[config.mk]
export PLATFORM = sky130hd
export DESIGN_NAME = load_store_unit_flat
export DESIGN_NICKNAME = d
export VERILOG_FILES = /design/src/rtl/riscv_mem_pkg.sv /design/src/rtl/load_store_unit_if.sv /design/src/rtl/load_store_unit_load_extract.sv /design/src/rtl/load_store_unit.sv /design/src/flat_wrapper.sv
export SDC_FILE = /design/constraint.sdc
export NUM_CORES = 1
export LEC_CHECK = 0
export CELL_PAD_IN_SITES_DETAIL_PLACEMENT = 1
export CELL_PAD_IN_SITES_GLOBAL_PLACEMENT = 1
export CORE_MARGIN = 2
export CORE_UTILIZATION = 33
export DETAILED_ROUTE_END_ITERATION = 10
export PLACE_DENSITY = 0.9
export SLEW_MARGIN = 20
export SYNTH_ARGS = -nofsm -noshare
export SYNTH_HDL_FRONTEND = slang
export SYNTH_HIERARCHICAL = 1
export SYNTH_SLANG_ARGS = --single-unit
export TNS_END_PERCENT = 10
[constraint.sdc]
create_clock -name clk -period 2.8 [get_ports clk]
set_clock_uncertainty 0.2 [all_clocks]
set_input_delay 0.56 -clock clk [delete_from_list [all_inputs] [get_ports clk]]
set_output_delay 0.56 -clock clk [all_outputs]
set_load 0.005 [all_outputs]
[src/rtl/riscv_mem_pkg.sv]
// riscv_mem_pkg: RV32I access-size encodings and load/store unit state type
package riscv_mem_pkg;
    localparam logic [2:0] F3_B  = 3'b000;
    localparam logic [2:0] F3_H  = 3'b001;
    localparam logic [2:0] F3_W  = 3'b010;
    localparam logic [2:0] F3_BU = 3'b100;
    localparam logic [2:0] F3_HU = 3'b101;
    typedef enum logic {IDLE, RMW_WR} lsu_state_t;
endpackage

[src/rtl/load_store_unit_if.sv]
// load_store_unit_if: pipeline request side and word-only memory data port
interface load_store_unit_if #(parameter int ADDR_W = 32, parameter int DATA_W = 32);
    logic              req_valid;
    logic              req_load;
    logic              req_store;
    logic [2:0]        funct3;
    logic [ADDR_W-1:0] addr;
    logic [DATA_W-1:0] store_data;
    logic              stall;
    logic [DATA_W-1:0] load_result;
    logic              load_valid;
    logic              misaligned;
    logic [ADDR_W-1:0] mem_addr;
    logic [DATA_W-1:0] mem_wdata;
    logic              mem_read;
    logic              mem_write;
    logic [DATA_W-1:0] mem_rdata;
    modport master (
        output req_valid, req_load, req_store, funct3, addr, store_data, mem_rdata,
        input  stall, load_result, load_valid, misaligned, mem_addr, mem_wdata, mem_read, mem_write
    );
    modport slave (
        input  req_valid, req_load, req_store, funct3, addr, store_data, mem_rdata,
        output stall, load_result, load_valid, misaligned, mem_addr, mem_wdata, mem_read, mem_write
    );
endinterface

[src/rtl/load_store_unit_load_extract.sv]
// load_extract: select the addressed byte/halfword of a word and extend it
module load_extract
    import riscv_mem_pkg::*;
(
    input  logic [31:0] word,
    input  logic [1:0]  offset,
    input  logic [2:0]  funct3,
    output logic [31:0] result
);
    logic [7:0]  b;
    logic [15:0] h;
    assign b = 8'(word >> {offset, 3'b000});
    assign h = 16'(word >> {offset[1], 4'b0000});
    // Extension chosen by access size and signedness; LW passes through
    always_comb begin
        result = funct3 == F3_B  ? {{24{b[7]}}, b} :
                 funct3 == F3_H  ? {{16{h[15]}}, h} :
                 funct3 == F3_BU ? {24'd0, b} :
                 funct3 == F3_HU ? {16'd0, h} : word;
    end
endmodule

[src/rtl/load_store_unit.sv]
// load_store_unit: MEM-stage byte/halfword/word access over a word-only memory port
module load_store_unit
    import riscv_mem_pkg::*;
#(
    parameter int ADDR_W = 32,
    parameter int DATA_W = 32
) (
    input logic clk,
    input logic reset,
    load_store_unit_if.slave bus
);
    lsu_state_t state, state_n;
    logic [DATA_W-1:0] merged, merged_n, lane, ext;
    logic [ADDR_W-1:0] word_addr, rmw_addr;
    logic [4:0] sh;
    logic is_load, is_store, legal, is_half, is_word, mis, idle, rmw, go, do_load, do_sw, do_sub;
    assign is_load   = bus.req_valid & bus.req_load & ~bus.req_store;
    assign is_store  = bus.req_valid & bus.req_store & ~bus.req_load;
    assign legal     = (is_load & (bus.funct3 inside {F3_B, F3_H, F3_W, F3_BU, F3_HU})) |
                       (is_store & (bus.funct3 inside {F3_B, F3_H, F3_W}));
    assign is_half   = bus.funct3[1:0] == 2'b01;
    assign is_word   = bus.funct3[1:0] == 2'b10;
    assign mis       = (is_half & bus.addr[0]) | (is_word & |bus.addr[1:0]);
    assign idle      = state == IDLE && !reset;
    assign rmw       = state == RMW_WR && !reset;
    assign go        = idle & legal & ~mis;
    assign do_load   = go & is_load;
    assign do_sw     = go & is_store & is_word;
    assign do_sub    = go & is_store & ~is_word;
    assign word_addr = {bus.addr[ADDR_W-1:2], 2'b00};
    assign sh        = {bus.addr[1:0], 3'b000};
    assign lane      = (is_half ? DATA_W'(16'hFFFF) : DATA_W'(8'hFF)) << sh;
    assign merged_n  = (bus.mem_rdata & ~lane) | ((bus.store_data << sh) & lane);
    load_extract u_extract (
        .word   (bus.mem_rdata),
        .offset (bus.addr[1:0]),
        .funct3 (bus.funct3),
        .result (ext)
    );
    // Next state and memory-port controls; sub-word stores read first, write next cycle
    always_comb begin
        state_n       = do_sub ? RMW_WR : IDLE;
        bus.mem_read  = do_load | do_sub;
        bus.mem_write = do_sw | rmw;
        bus.stall     = do_sub;
        bus.mem_addr  = rmw ? rmw_addr : word_addr;
        bus.mem_wdata = rmw ? merged : do_sw ? bus.store_data : '0;
    end
    // State, registered load result/pulses, and the read-modify-write capture
    always_ff @(posedge clk) begin
        if (reset) begin
            state           <= IDLE;
            bus.load_result <= '0;
            bus.load_valid  <= 1'b0;
            bus.misaligned  <= 1'b0;
            merged          <= '0;
            rmw_addr        <= '0;
        end else begin
            state          <= state_n;
            bus.load_valid <= do_load;
            bus.misaligned <= idle & legal & mis;
            if (do_load) bus.load_result <= ext;
            if (do_sub) begin
                merged   <= merged_n;
                rmw_addr <= word_addr;
            end
        end
    end
endmodule

[src/flat_wrapper.sv]
// flat-port wrapper written by rule: the top's interface ports become plain ports
module load_store_unit_flat import riscv_mem_pkg::*;
#(
    parameter int ADDR_W = 32,
    parameter int DATA_W = 32
)
  (clk, reset, bus_req_valid, bus_req_load, bus_req_store, bus_funct3, bus_addr, bus_store_data, bus_mem_rdata, bus_stall, bus_load_result, bus_load_valid, bus_misaligned, bus_mem_addr, bus_mem_wdata, bus_mem_read, bus_mem_write);
  load_store_unit_if #(.ADDR_W(ADDR_W), .DATA_W(DATA_W)) bus_i ();
  input logic clk;
  input logic reset;
  input wire logic [$bits(bus_i.req_valid)-1:0] bus_req_valid;
  input wire logic [$bits(bus_i.req_load)-1:0] bus_req_load;
  input wire logic [$bits(bus_i.req_store)-1:0] bus_req_store;
  input wire logic [$bits(bus_i.funct3)-1:0] bus_funct3;
  input wire logic [$bits(bus_i.addr)-1:0] bus_addr;
  input wire logic [$bits(bus_i.store_data)-1:0] bus_store_data;
  input wire logic [$bits(bus_i.mem_rdata)-1:0] bus_mem_rdata;
  output wire logic [$bits(bus_i.stall)-1:0] bus_stall;
  output wire logic [$bits(bus_i.load_result)-1:0] bus_load_result;
  output wire logic [$bits(bus_i.load_valid)-1:0] bus_load_valid;
  output wire logic [$bits(bus_i.misaligned)-1:0] bus_misaligned;
  output wire logic [$bits(bus_i.mem_addr)-1:0] bus_mem_addr;
  output wire logic [$bits(bus_i.mem_wdata)-1:0] bus_mem_wdata;
  output wire logic [$bits(bus_i.mem_read)-1:0] bus_mem_read;
  output wire logic [$bits(bus_i.mem_write)-1:0] bus_mem_write;
  assign bus_i.req_valid = bus_req_valid;
  assign bus_i.req_load = bus_req_load;
  assign bus_i.req_store = bus_req_store;
  assign bus_i.funct3 = bus_funct3;
  assign bus_i.addr = bus_addr;
  assign bus_i.store_data = bus_store_data;
  assign bus_i.mem_rdata = bus_mem_rdata;
  assign bus_stall = bus_i.stall;
  assign bus_load_result = bus_i.load_result;
  assign bus_load_valid = bus_i.load_valid;
  assign bus_misaligned = bus_i.misaligned;
  assign bus_mem_addr = bus_i.mem_addr;
  assign bus_mem_wdata = bus_i.mem_wdata;
  assign bus_mem_read = bus_i.mem_read;
  assign bus_mem_write = bus_i.mem_write;
  load_store_unit #(.ADDR_W(ADDR_W), .DATA_W(DATA_W)) u_core (.clk(clk), .reset(reset), .bus(bus_i));
endmodule
## Word-level counts from Yosys, hierarchy flattened

Index checks and enable logic that the tools add are counted.

| storage, ports and cells | value |
|---|---|
| register bits after elaboration | 97 |
| input bits | 104 |
| output and inout port bits | 101 |
| word-level logic and storage cells | 60 |

| operators by class | value |
|---|---|
| eq/ne operators | 6 |
| shift operators | 4 |
| muxes and demuxes | 9 |
| bitwise gates (word level) | 28 |
| reductions and logical operators | 7 |

Operators by type and width:

| operator | number |
|---|---|
| $mux 32 | 7 |
| $and 32x32->32 | 2 |
| $shl 32x5->32 | 2 |
| $not 32->32 | 1 |
| $or 32x32->32 | 1 |
| $shr 32x5->16 | 1 |
| $shr 32x5->8 | 1 |
| $mux 16 | 1 |
| $and 1x1->1 | 15 |
| $eq 3x3->1 const B | 2 |
| $not 1->1 | 5 |
| $reduce_bool 5->1 | 1 |
| $or 1x1->1 | 4 |
| $eq 3x1->1 const B | 1 |
| $eq 3x2->1 const B | 1 |
| $logic_not 3->1 | 1 |
| $reduce_bool 3->1 | 1 |
| $eq 2x1->1 const B | 1 |
| $eq 2x2->1 const B | 1 |
| $logic_and 1x1->1 | 2 |
| $reduce_or 2->1 | 1 |
| $logic_not 1->1 | 1 |
| $mux 1 | 1 |

## Depth between registers and ports, before layout

| logic depth | value |
|---|---|
| word-level depth | 10 |
| depth in mapped cells | 9 |
| mapped depth without buffers | 6 |

## Modules after synthesis

Netlist, hierarchy kept.

By module, submodules not included:

| module | instances | cells an instance | area an instance (um^2) | sequential area each (um^2) |
|---|---|---|---|---|
| load_store_unit | 1 | 596 | 5049.8 | 1941.9 |
| load_extract | 1 | 107 | 665.6 | 0.0 |

## Worst setup path before layout

No wires, ideal clock.

| timing | value |
|---|---|
| path type | input port to output port |
| from | in bus_req_load |
| to | out bus_mem_wdata[0] |
| arrival | 1818 ps |
| data required time | 2040 ps |
| slack | 222 ps |
| cell stages on the path | 6 |
| buffers on the path | 2 |
| path through | or3b_1 -> nor3_2 -> and3_1 -> buf_2 -> buf_4 -> a22o_1 |

| on the way | value |
|---|---|
| longest elaborated chain between the ends | 10 |
| elaborated cells on any way between the ends | 13 |
| those cells by class | mux (2); bitwise (11) |

RTL lines:

| what | line | source |
|---|---|---|
| from (decl) | flat_wrapper.sv:12 | `input wire logic [$bits(bus_i.req_load)-1:0] bus_req_load;` |
| $and 1x1->1 / $not 1->1 (equally long branches) | load_store_unit.sv:17, load_store_unit.sv:18 |  |
| $and 1x1->1, on equally long branches | load_store_unit.sv:17, load_store_unit.sv:18 |  |
| $and 1x1->1, on equally long branches | load_store_unit.sv:19, load_store_unit.sv:20 |  |
| $or 1x1->1 | load_store_unit.sv:19 | `assign legal = (is_load & (bus.funct3 inside {F3_B, F3_H, F3_W, F3_BU, F3_HU})) \|` |
| $and 1x1->1 (2 in series) | load_store_unit.sv:26 | `assign go = idle & legal & ~mis;` |
| $and 1x1->1 (*) (2 in series) | load_store_unit.sv:28 | `assign do_sw = go & is_store & is_word;` |
| $mux 32 (*) (2 in series) | load_store_unit.sv:47 | `bus.mem_wdata = rmw ? merged : do_sw ? bus.store_data : '0;` |
| to (decl) | flat_wrapper.sv:23 | `output wire logic [$bits(bus_i.mem_wdata)-1:0] bus_mem_wdata;` |

Every way passes the cells marked *; elsewhere a longest branch is shown, timed or not.

## Worst setup path after layout

| timing | value |
|---|---|
| from | in bus_req_load |
| to | out bus_mem_wdata[11] |

Same word-level chain as after synthesis.

==> results.py <==
metrics = {
    "logic_synthesis": {
        "synth-main-ff-cell": "dfxtp_1",
        "ys_seq_elements": 97,
        "synthCells": 703,
        "avgSynthCellArea_um2": 8.13,
        "yosysUniqueCellTypes": 46,
        "yosysSeqAreaShare_pct": 34.0,
        "synthTopCellsByCount": "dfxtp_1, o21ai_1, a21oi_1",
        "synth_top_area_share_pct": 34.0,
        "ys_warn_count": 6,
        "synth_area_leaders": "dfxtp_1, o21ai_1, a21oi_1",
        "synth_most_common_cell": "dfxtp_1",
        "yosysTopAreaCell": "dfxtp_1",
        "synth_edf_count": 0,
        "syn_area_um2": 5720,
        "ys_async_sr_fraction_pct": 0,
    },
    "setup_path": {
        "critPathMaxFanout": 5,
        "cp-end-kind": "output pin",
        "startpoint_type": "input port",
        "worstPathArrival_ps": 2080,
        "crit_required_ps": 2040,
        "crit_type": "in -> out",
        "reg2reg_slack_ps": 610,
    },
    "power_and_ir_drop": {
        "p_per_area_nw_per_um2": 408,
        "ir_worst_vdd_v": 0.000337,
        "p_leak_nw": 3.32,
        "power.total_w": 0.00351,
    },
    "global_route": {
        "grt_pass1_vias": 6524,
        "antenna_found_initial": 1,
        "grt_overflow": 0,
        "grt_pass1_wl_um": 36800,
        "grt_max_degree": 53,
        "track_usage_pct": 26.0,
    },
    "routing": {
        "antenna_left": 0,
        "drc": 0,
        "wirelength_um": 24400,
        "viasPerCell": 5.59,
        "vias": 6400,
        "drtPass1Iterations": 5,
        "first_iter_violations": 460,
        "wire_per_inst_um": 21.3,
    },
    "clock_tree": {
        "cts.clk_slew.worst_paths_ps": 70,
        "cts_tree": "yes",
        "cts.sinks": 97,
        "cts_root_buffer": "clkbuf_16",
        "clk_latency_ps": 350,
        "cts_max_path_buffers": 2,
        "cts_made_buffers": 9,
        "ctsHoldBuffers": 0,
        "h-tree-depth": 3,
    },
    "finish": {
        "layout-drive-gt1-share_pct": 20.7,
        "area_delta_synth_final_pct": 50.6,
        "nets": 1018,
        "fill_cells": 2050,
        "final_util_pct": 50.3,
    },
    "flow_run": {
        "drv_cap": 0,
    },
    "status": {
        "violations": "setup timing",
        "outcome": "finished with violations",
    },
    "floorplanning": {
        "core_area_um2": 17100,
        "pin_count": 205,
        "num_rows": 48,
        "die_h_um": 136,
        "dieArea_um2": 18400,
        "initial_utilization_pct": 33.4,
        "die_width_um": 136,
    },
    "sta": {
        "fin_ws_ps": -43.2,
        "worst_hold_slack_ps": 280,
        "worst_slew_pin_slew_ps": 609,
        "rsz0062_at_grt": "true",
        "finalMaxSlewViolations": 0,
        "timing.fmax_ghz": 0.352,
        "maxSlewHeadroom_pct": 59.1,
        "final.setup.tns_ps": -495,
        "fin_crit_sh_pct": 102,
        "hold_viol": 0,
        "fin_crit_ps": 2840,
        "setup_viol": 19,
    },
    "place": {
        "dpl.hpwl_um": 17500,
        "io_buffer_count": 202,
        "gp_congestion": 0.930,
    },
    "hold_path": {
        "hp-class": "reg -> reg",
    },
}
final cells by class:
type / instances / area [um2] / share of cell area, %
clock inverter: 4 / 75.1 / 0.872
clock buffer: 12 / 256 / 2.98
multi-input combinational: 516 / 3360 / 39.0
inverter: 14 / 52.6 / 0.610
tap: 225 / 282 / 3.27
antenna: 1 / 2.50 / 0.0291
sequential: 97 / 1940 / 22.6
timing repair buffer: 276 / 2640 / 30.6
layout by cell type (no fill, tap or decap), types with 7 or more instances in the layout:
master / synthesis / layout
a221o_1: 7 / 7
buf_12: 0 / 10
o21ai_0: 17 / 17
nor2b_1: 28 / 27
nor2_1: 7 / 7
dfxtp_1: 97 / 96
nand3_1: 63 / 63
mux2_2: 36 / 36
o21ai_1: 96 / 96
buf_6: 9 / 7
inv_1: 13 / 13
o211ai_1: 9 / 9
buf_2: 18 / 30
clkbuf_16: 0 / 9
a2bb2oi_1: 7 / 7
buf_4: 9 / 55
a22o_1: 33 / 33
o22a_1: 7 / 7
a21o_1: 8 / 7
a311oi_1: 8 / 8
mux2i_1: 17 / 17
o221ai_1: 8 / 8
clkdlybuf4s50_1: 0 / 154
nand2_1: 44 / 44
a21oi_1: 88 / 87
power by group:
part | total, W | switching [W] | internal, W
Sequential | 0.00140 | 0.00000884 | 0.00139
Combinational | 0.000725 | 0.000366 | 0.000358
Clock | 0.00139 | 0.000555 | 0.000833
metal layers:
| metal | track usage (%) | vias to the layer above | wire length, um |
|---|---|---|---|
| li1 | - | 3013 | - |
| met4 | 10.7 | 0 | 724 |
| met5 | 0 | - | 0 |
| met1 | 33.5 | 3087 | 10500 |
| met3 | 5.65 | 51 | 1760 |
| met2 | 42.1 | 249 | 11400 |
repair_timing:
action | in CTS | in global routing
gates resized for setup | 171 | 13
setup buffers | 10 | 0
pin swaps | 15 | 12
cloned | 4 | 0
endpoints found under the setup margin | 35 | 35
state kept, by name (all words and copies together), names as in the netlist:
signal	count
u_core/bus.load_valid	1
u_core/bus.load_result	32
u_core/bus.misaligned	1
u_core/merged	32
u_core/state	1
u_core/rmw_addr	30
path summary, 6_finish.rpt:
| path | startpoint | to | cells past startpoint |
|---|---|---|---|
| max reg2reg | u_core/state | u_core/bus.load_result[29] | 6 |
| min | u_core/bus.load_result[21] | u_core/bus.load_result[21] | 2 |
| min reg2reg | u_core/bus.load_result[21] | u_core/bus.load_result[21] | 2 |
| max | bus_req_load | bus_mem_wdata[11] | 9 |
worst max-delay path: stages:
cell,delay [ps]
buf_6,90
or3b_4,410
nor3_4,210
and3_4,220
buf_6,130
buf_6,120
buf_16,110
a22o_1,110
buf_2,110
cell families (layout without fill, tap and decap cells):
| family | Yosys count | in the layout | synth area share (%) |
|---|---|---|---|
| muxes | 55 | 55 | 10.6 |
| buffers and inverters | 91 | 306 | 8.14 |
| and+or+nand+nor | 159 | 159 | 14.4 |
| other | 1 | 3 | 0.0656 |
| DFF | 97 | 97 | 34.0 |
| xor gates and xnor gates | 1 | 1 | 0.153 |
| AOI/OAI and AO/OA | 299 | 299 | 32.7 |
stage by stage:
step / setup WS, ps / std cells / instance area (um2)
final: -43.2 / 1145 / 8610
after detailed placement: -856 / 1116 / 8190
after CTS: -104 / 1145 / 8640
after global placement: -866 / 1116 / 8190
after floorplan: 222 / 704 / 5720
after global routing: -94.6 / 1145 / 8610
(Power assumes the default switching activity.)
